**src/rtl/instruction_loader_pkg.sv**
```systemverilog
// Shared types and constants for the instruction loader and the debug unit.
package instruction_loader_pkg;
    typedef enum logic [2:0] {
        ST_IDLE  = 3'd0,
        ST_RECV  = 3'd1,
        ST_WRITE = 3'd2,
        ST_DONE  = 3'd3,
        ST_ERROR = 3'd4
    } state_e;

    localparam int          BYTE_CNT_W = 2;
    localparam logic [31:0] HALT_WORD  = 32'h0000_0000;
endpackage

```
**src/rtl/instruction_loader_word_assembler.sv**
```systemverilog
// Shifts received bytes MSB-first into an instruction word; flags the final byte slot.
module word_assembler
    import instruction_loader_pkg::*;
#(
    parameter int CANT_BITS_INSTRUCTION = 32,
    parameter int CANT_BITS_DATO_UART   = 8
) (
    input  logic                             i_clock,
    input  logic                             i_soft_reset,
    input  logic                             i_clear,
    input  logic                             i_load,
    input  logic [CANT_BITS_DATO_UART-1:0]   i_byte,
    output logic [CANT_BITS_INSTRUCTION-1:0] o_word,
    output logic                             o_last
);
    logic [CANT_BITS_INSTRUCTION-1:0] word_q, word_d;
    logic [BYTE_CNT_W-1:0]            cnt_q, cnt_d;

    always_comb begin
        word_d = word_q;
        cnt_d  = cnt_q;
        if (i_clear) begin
            word_d = '0;
            cnt_d  = '0;
        end else if (i_load) begin
            // Older bytes move toward the MSB, so byte 0 ends up in the top slot.
            word_d = {word_q[CANT_BITS_INSTRUCTION-CANT_BITS_DATO_UART-1:0], i_byte};
            cnt_d  = cnt_q + BYTE_CNT_W'(1);
        end
    end

    always_ff @(posedge i_clock or negedge i_soft_reset) begin
        if (!i_soft_reset) begin
            word_q <= '0;
            cnt_q  <= '0;
        end else begin
            word_q <= word_d;
            cnt_q  <= cnt_d;
        end
    end

    assign o_word = word_q;
    assign o_last = &cnt_q;
endmodule

```
**src/rtl/instruction_loader.sv**
```systemverilog
// Loads a program byte-by-byte into instruction memory, stopping on HALT or address overflow.
module instruction_loader
    import instruction_loader_pkg::*;
#(
    parameter int CANT_BITS_INSTRUCTION = 32,
    parameter int CANT_BITS_DATO_UART   = 8,
    parameter int CANT_BITS_ADDR        = 11
) (
    input  logic                             i_clock,
    input  logic                             i_soft_reset,
    input  logic                             i_start,
    input  logic [CANT_BITS_DATO_UART-1:0]   i_rx_data,
    input  logic                             i_rx_valid,
    output logic                             o_mem_write_enable,
    output logic [CANT_BITS_ADDR-1:0]        o_mem_addr,
    output logic [CANT_BITS_INSTRUCTION-1:0] o_mem_data,
    output logic                             o_busy,
    output logic                             o_done,
    output logic                             o_error,
    output logic [CANT_BITS_ADDR:0]          o_instr_count
);
    localparam logic [CANT_BITS_ADDR-1:0] ADDR_MAX = '1;

    state_e                    state_q, state_d;
    logic [CANT_BITS_ADDR-1:0] addr_q, addr_d;
    logic [CANT_BITS_ADDR:0]   count_q, count_d;
    logic                      we_q, we_d, busy_q, busy_d, done_q, done_d, error_q, error_d;
    logic                      start_ok, load, last, is_halt;
    logic [CANT_BITS_INSTRUCTION-1:0] word;

    assign is_halt  = (word == CANT_BITS_INSTRUCTION'(HALT_WORD));
    assign start_ok = i_start && (state_q inside {ST_IDLE, ST_DONE, ST_ERROR});
    // A byte landing in the WRITE cycle starts the next word unless this word is HALT.
    assign load     = i_rx_valid && ((state_q == ST_RECV) || (state_q == ST_WRITE && !is_halt));

    word_assembler #(
        .CANT_BITS_INSTRUCTION(CANT_BITS_INSTRUCTION),
        .CANT_BITS_DATO_UART  (CANT_BITS_DATO_UART)
    ) u_asm (
        .i_clock     (i_clock),
        .i_soft_reset(i_soft_reset),
        .i_clear     (start_ok),
        .i_load      (load),
        .i_byte      (i_rx_data),
        .o_word      (word),
        .o_last      (last)
    );

    always_comb begin
        state_d = state_q;
        addr_d  = addr_q;
        count_d = count_q;
        case (state_q)
            ST_IDLE, ST_DONE, ST_ERROR: begin
                if (start_ok) begin
                    state_d = ST_RECV;
                    addr_d  = '0;
                    count_d = '0;
                end
            end
            ST_RECV:  if (load && last) state_d = ST_WRITE;
            ST_WRITE: begin
                count_d = count_q + 1'b1;
                if (is_halt)                  state_d = ST_DONE;
                else if (addr_q == ADDR_MAX)  state_d = ST_ERROR;
                else begin
                    addr_d  = addr_q + 1'b1;
                    state_d = ST_RECV;
                end
            end
            default:  state_d = ST_IDLE;
        endcase
        we_d    = (state_d == ST_WRITE);
        busy_d  = (state_d == ST_RECV) || (state_d == ST_WRITE);
        done_d  = (state_d == ST_DONE);
        error_d = (state_d == ST_ERROR);
    end

    always_ff @(posedge i_clock or negedge i_soft_reset) begin
        if (!i_soft_reset) begin
            state_q <= ST_IDLE;
            addr_q  <= '0;
            count_q <= '0;
            we_q    <= 1'b0;
            busy_q  <= 1'b0;
            done_q  <= 1'b0;
            error_q <= 1'b0;
        end else begin
            state_q <= state_d;
            addr_q  <= addr_d;
            count_q <= count_d;
            we_q    <= we_d;
            busy_q  <= busy_d;
            done_q  <= done_d;
            error_q <= error_d;
        end
    end

    assign o_mem_write_enable = we_q;
    assign o_mem_addr         = addr_q;
    assign o_mem_data         = word;
    assign o_busy             = busy_q;
    assign o_done             = done_q;
    assign o_error            = error_q;
    assign o_instr_count      = count_q;
endmodule

```
**config.mk**
```make
export PLATFORM = sky130hd
export DESIGN_NAME = instruction_loader
export DESIGN_NICKNAME = d
export VERILOG_FILES = /design/src/rtl/instruction_loader_pkg.sv /design/src/rtl/instruction_loader_word_assembler.sv /design/src/rtl/instruction_loader.sv
export SDC_FILE = /design/constraint.sdc
export NUM_CORES = 1
export LEC_CHECK = 0
export CAP_MARGIN = 10
export CORE_MARGIN = 1.5
export CORE_UTILIZATION = 31
export DETAILED_ROUTE_END_ITERATION = 6
export DONT_BUFFER_PORTS = 1
export GPL_TIMING_DRIVEN = 1
export SYNTH_ARGS = -nofsm -noshare
export SYNTH_HDL_FRONTEND = slang
export SYNTH_SLANG_ARGS = --single-unit
```
**constraint.sdc**
```tcl
create_clock -name i_clock -period 2.1 [get_ports i_clock]
set_clock_uncertainty 0.1 [all_clocks]
set_input_delay 0.42 -clock i_clock [delete_from_list [all_inputs] [get_ports i_clock]]
set_output_delay 0.42 -clock i_clock [all_outputs]
set_load 0.005 [all_outputs]
```
==> results of run 1 <==
## layout by cell type, fill, tap and decap left out, types with 2 or more instances in the layout
cell / netlist / final
nand2_1: 74 / 74
bufinv_16: 0 / 2
clkbuf_8: 0 / 9
a211oi_1: 3 / 3
nor3_1: 2 / 2
a32oi_1: 10 / 10
nor2b_1: 3 / 3
ha_1: 3 / 3
buf_12: 0 / 2
nor4_1: 9 / 6
o2111ai_1: 11 / 11
a21oi_1: 36 / 36
nand2b_1: 11 / 11
mux2i_1: 11 / 11
nor4_2: 1 / 3
nand4_1: 11 / 11
nor2_2: 1 / 2
or3b_4: 0 / 2
buf_4: 2 / 51
dfrtp_1: 64 / 64
clkinv_2: 0 / 2
nor2_1: 14 / 13
nand3_1: 25 / 25
and3_1: 6 / 6
inv_1: 2 / 2
o21ai_0: 8 / 8
o211ai_1: 3 / 3
clkinv_4: 0 / 3
## routing by layer
metal | up-vias | GRT usage, % | part of all wire (%)
li1 | 1386 | - | -
met1 | 1448 | 22.4 | 42
met2 | 112 | 26.8 | 48
met3 | 17 | 5.23 | 7.6
met4 | 0 | 8.19 | 2.4
met5 | - | 0 | 0
## stage by stage
step / setup TNS (ps) / util (%) / total power, mW / setup WS [ps] / hold WS [ps]
after floorplan: 0 / - / 3.17 / 112 / 24.4
after global placement: 0 / 36.6 / 4.09 / 22.8 / 27.1
after detailed placement: -689 / 36.6 / 4.14 / -88.2 / 26.9
after CTS: -3.30 / 39.2 / 5.42 / -3.30 / 85.8
after global routing: -74.2 / 39.5 / 5.83 / -53.3 / 102
final: 0 / 39.5 / 5.47 / 42.0 / 106
## worst paths after layout
kind	from	depth (start not counted)	end	slack (ps)
max reg2reg	u_asm.o_word[5]	6	o_mem_addr[2]	40
max in group asynchronous	i_soft_reset	2	o_mem_addr[6]	1130
min in group asynchronous	i_soft_reset	2	u_asm.o_word[26]	500
min	i_rx_data[3]	2	u_asm.o_word[3]	110
max	u_asm.o_word[5]	6	o_mem_addr[2]	40
min reg2reg	o_mem_addr[2]	1	o_mem_addr[2]	420
## flip-flops by register name, indices dropped and copies added, names as in the netlist
signal / count
o_busy: 1
u_asm.o_word: 32
o_done: 1
o_instr_count: 12
state_q: 3
o_mem_addr: 11
u_asm.cnt_q: 2
o_mem_write_enable: 1
o_error: 1
## synthesized netlist by cell type (2+ instances only)
| cell type | number | share of area (%) |
|---|---|---|
| nand2_1 | 74 | 8.3 |
| dfrtp_1 | 64 | 48 |
| a21oi_1 | 36 | 5.4 |
| nand3_1 | 25 | 3.8 |
| nor2_1 | 14 | 1.6 |
| clkbuf_1 | 12 | 1.4 |
| mux2i_1 | 11 | 3.3 |
| nand2b_1 | 11 | 2.1 |
| nand4_1 | 11 | 2.1 |
| o2111ai_1 | 11 | 2.9 |
| a32oi_1 | 10 | 2.6 |
| nor4_1 | 9 | 1.7 |
| o21ai_0 | 8 | 1.2 |
| buf_2 | 7 | 1.1 |
| and3_1 | 6 | 1.1 |
| buf_1 | 4 | 0.45 |
| a211oi_1 | 3 | 0.68 |
| ha_1 | 3 | 1.1 |
| nor2b_1 | 3 | 0.56 |
| o211ai_1 | 3 | 0.68 |
| a21o_1 | 2 | 0.45 |
| buf_4 | 2 | 0.45 |
| buf_6 | 2 | 0.68 |
| inv_1 | 2 | 0.23 |
| nor3_1 | 2 | 0.30 |
| or3b_1 | 2 | 0.53 |
| or4_1 | 2 | 0.45 |
## timing repair
| item | CTS | global route |
|---|---|---|
| buffers inserted | 0 | 2 |
| hold endpoints to repair | 64 | 0 |
| gates resized for setup | 3 | 6 |
| setup endpoints to repair | 20 | 46 |
| pin swaps | 0 | 1 |
| hold buffers | 2 | 0 |
| gates cloned | 0 | 0 |
## power breakdown
group          internal (mW)  total (mW)  switching (mW)
Combinational          0.990        2.29            1.30
Clock                  0.670        1.20           0.530
Sequential              1.63        1.99           0.353
Total                   3.29        5.47            2.18
## area by class of cell
type                       instances  area [µm²]
clock buffer                       9         124
clock inverter                     7        96.3
fill                            1061        6270
inverter                           2        7.51
multi-input combinational        266        1640
sequential                        64        1600
tap                              136         170
timing repair buffer              55         460
## kinds of logic after synthesis
family / count (synthesis)
xor gates and xnor gates: 1
DFF: 64
buffers and inverters: 29
AOI/OAI and AO/OA: 85
adders and majority gates: 3
and+or+nand+nor: 165
muxes: 12
==> results.yml, run 1 <==
synthesis:
  synth_cells: 359
  ys.flop_type: "dfrtp_1"
  synth-async-reset-ratio_pct: 100
  synth_mux_area_share_pct: 3.64
  synth_cell_types: 47
  synth_xor_area_share_pct: 0.263
  syn-cell-area_um2: 3330
  synth-compound-area-share_pct: 18.8
  synth_top_family_by_area: "simple AND/OR/NAND/NOR gates"
  synth_edf_count: 0
  syn_nets: 374
  yosysSeqAreaShare_pct: 48.0
  ys_ff_latch: 64
  synth-adder-area-share_pct: 1.13
  yosys_warnings: 0
  synth_simple_gate_area_share_pct: 23.9
  syn_avg_cell_area_um2: 9.28
sta:
  slew_headroom_pct: 49.3
  hold_violations: 0
  fin_crit_sh_pct: 98.0
  setup_viol_count_final: 0
  worst_slew_pin_slew_ps: 758
  final_period_minus_worst_setup_slack_ps: 2060
  rsz0062_at_grt: "true"
  max_freq_mhz: 486
  slew_violations: 0
finish:
  instances_no_fill: 539
  layout-drive-gt1-share_pct: 22.1
  final_area_um2: 4100
  fin_nets: 413
  area_growth_pct: 22.9
  n_antenna_cell: 0
die:
  die_h_um: 107
  core_area_um2: 10400
  initial_utilization_pct: 32.1
  pin_count: 71
  die_w_um: 107
  dieArea_um2: 11400
  rows: 37
pwr:
  p_leak_nw: 1.78
  powerDensity_nw_per_um2: 1340
  peakVddDrop_uv: 420
worst_setup_path:
  path_buf_inv: 1
  startpoint_type: "flop"
  cp_slowest_cell: "or4_4"
  cp-end-kind: "flop"
  worst_path_largest_cell_delay_ps: 570
  crit_type: "flop to flop"
  crit_family: "simple AND/OR/NAND/NOR gates"
  cp.arrival_ps: 2240
  crit_required_ps: 2280
  cp_cell_sequence: "nor4_2 -> nand2_1 -> or4_4 -> buf_4 -> nand3_1 -> mux2i_1"
  crit_fanout: 6
global_routing:
  antenna_found_initial: 0
  grt.total_usage_pct: 17.4
  grt_pass1_vias: 2912
  global_route.overflow_total: 0
  grt_max_degree: 65
  grt_pass1_wl_um: 15500
detailed_routing:
  ant_nets: 0
  drt_iter0_drc: 290
  via_count: 2963
  via_per_inst: 5.50
  detail_route.wirelength_um: 9380
  drt-wirelength-per-cell_um: 17.4
  drc: 0
  dr.pass1.iters: 4
job:
  drv_cap: 0
place:
  port_buffers: 0
  routabilityCongestion: 0.827
  dp.cells: 519
  placed_area_um2: 3790
  dpl.hpwl_um: 6360
worst_hold_path:
  hold_class: "input port to flop"
clock_tree:
  insertion_delay_ps: 360
  cts.sinks: 64
  clock-root-buffer: "clkbuf_8"
  path_clk_slew_ps: 80
  ctsLongestPathBuffers: 2
  cts-buffers-inserted: 9
  cts_htree_levels: 3
  cts_tree: "built"
outcome:
  status: "finished, final reports clean"
Note: power is estimated with default switching activity, not from simulation.
==> run 2, diff against run 1 <==
CTS_BUF_LIST = sky130_fd_sc_hd__clkbuf_16   (was not set)
==> run 2 against run 1 <==
Compared with the run above:
- non-clock buffer count decreased by 1
- register-to-register slack improved by 20 ps
- combinational power is essentially flat
- sequential share of layout area fell by 0.88 points
- die area stayed put
- fmax rose by 0.76%
- final cell count is 0.19% lower
- worst setup slack better by 15 ps
- global-route usage shrank 0.091 points
- first-iteration DRC count decreased by 2.1%
- clock power is 33% higher
- highest routed layer unchanged
==> results.yml, run 2 (synthesized netlist as in run 1, its figures left out) <==
worst_setup_path:
  r2r_setup_slack_ps: 60
  path_buf_inv: 1
  cp_slowest_cell: "or4_4"
  r2r-end: "o_mem_addr[2]"
  crit_family: "simple AND/OR/NAND/NOR gates"
  crit_fanout: 6
  r2r_start: "u_asm.o_word[11]"
  rr_worst_depth: 6
  crit_type: "flop to flop"
  crit_required_ps: 2250
  worstSetupEndpoint: "o_mem_addr[2]"
  cp.arrival_ps: 2190
  worst_path_largest_cell_delay_ps: 530
  cp_cell_sequence: "nor4_1 -> nand2_1 -> or4_4 -> buf_4 -> nand3_1 -> mux2i_1"
  crit_start: "u_asm.o_word[11]"
  startpoint_type: "flop"
  crit_cells: 6
  cp-end-kind: "flop"
finish:
  multi_input_area_um2: 1640
  layout_commonest_cell: "nand2_1"
  layout-drive-gt1-share_pct: 21.9
  n_antenna_cell: 0
  seqCellArea_um2: 1600
  final_cell_mix: "nand2_1 (74), dfrtp_1 (64), buf_4 (50), a21oi_1 (36), nand3_1 (25)"
  area_growth_pct: 25.7
  fin_nets: 412
  largest_reg_flops: 32
  num-fill-cells: 1062
sta:
  rsz0062_at_grt: "true"
  worst_slew_pin_slew_ps: 732
  tns_ps: 0
  slew_headroom_pct: 51.0
  setup_viol_count_final: 0
  hold_violations: 0
  fin_crit_sh_pct: 97.3
  slew_violations: 0
  max_freq_mhz: 490
  final_period_minus_worst_setup_slack_ps: 2040
  setup_ws_ps: 57.5
die:
  core_area_um2: 10400
  rows: 37
  die_h_um: 107
  pin_count: 71
  dieArea_um2: 11400
  initial_utilization_pct: 32.1
  die_w_um: 107
global_routing:
  grt_pass1_wl_um: 15400
  grt_max_degree: 65
  global_route.overflow_total: 0
  antenna_found_initial: 0
  grt_pass1_vias: 2871
  grt.total_usage_pct: 17.3
detailed_routing:
  via_count: 2936
  drc: 0
  drt-wirelength-per-cell_um: 17.3
  ant_nets: 0
  dr.pass1.iters: 4
  drt_iter0_drc: 284
  detail_route.wirelength_um: 9330
  via_per_inst: 5.46
place:
  detailedPlace.worstSlack_ps: -88.2
  routabilityCongestion: 0.827
  port_buffers: 0
  dpl.hpwl_um: 6360
worst_hold_path:
  hold_class: "input port to flop"
  hold_depth: 2
clock_tree:
  clock-root-buffer: "clkbuf_16"
  cts-buffers-inserted: 9
  ctsLongestPathBuffers: 2
  cts_htree_levels: 3
  path_clk_slew_ps: 60
  cts_tree: "built"
  insertion_delay_ps: 330
  cts.sinks: 64
job:
  drv_cap: 0
pwr:
  p_leak_nw: 1.82
  peakVddDrop_uv: 495
  powerDensity_nw_per_um2: 1400
outcome:
  status: "finished, final reports clean"
run 2: timing repair:
item                       4_1_cts  5_1_grt
hold endpoints to repair        64        0
cloned                           0        0
gates resized for setup          3        6
hold buffers                     2        0
pin swaps                        0        1
buffers inserted                 0        1
setup endpoints to repair       19       45
run 2: worst min path at each step:
stage | from | end | slack, ps
3_3_place_gp | i_soft_reset | u_asm.o_word[26] | 30
4_1_cts | i_rx_data[3] | u_asm.o_word[3] | 120
6_report | i_rx_data[3] | u_asm.o_word[3] | 140
3_5_place_dp | i_soft_reset | u_asm.o_word[26] | 30
2_1_floorplan | i_soft_reset | o_busy | 20
5_1_grt | i_rx_data[0] | u_asm.o_word[0] | 130
run 2: power by group:
group          leakage, nW  switching, mW  internal (mW)
Clock                0.159          0.565           1.04
Combinational        0.808           1.30          0.984
Sequential           0.852          0.351           1.64
Total                 1.82           2.21           3.66
run 2: layer usage:
layer | track usage (%) | vias to the layer above | wire length, µm
met3 | 4.98 | 17 | 659
met5 | 0 | - | 0
li1 | - | 1391 | -
met2 | 27.2 | 93 | 4520
met4 | 7.14 | 0 | 197
met1 | 22.3 | 1435 | 3960
run 2: layout make-up:
| cell class | count | area share (%) |
|---|---|---|
| multi-input cells | 266 | 39.1 |
| flip-flops and latches | 64 | 38.2 |
| repair buffers | 54 | 10.8 |
| clock buffers | 9 | 5.37 |
| well taps | 136 | 4.06 |
| clock inverters | 7 | 2.30 |
| inverters | 2 | 0.179 |
run 2: through the flow:
step	util [%]	cells	power (mW)	hold slack, ps	cell area [µm²]
finish	40.4	538	5.87	135	4190
detailed placement	36.6	519	4.14	26.9	3790
floorplan	-	359	3.17	24.4	3330
global placement	36.6	519	4.09	27.1	3790
CTS	40.1	537	5.83	120	4160
global route	40.4	538	6.24	133	4190
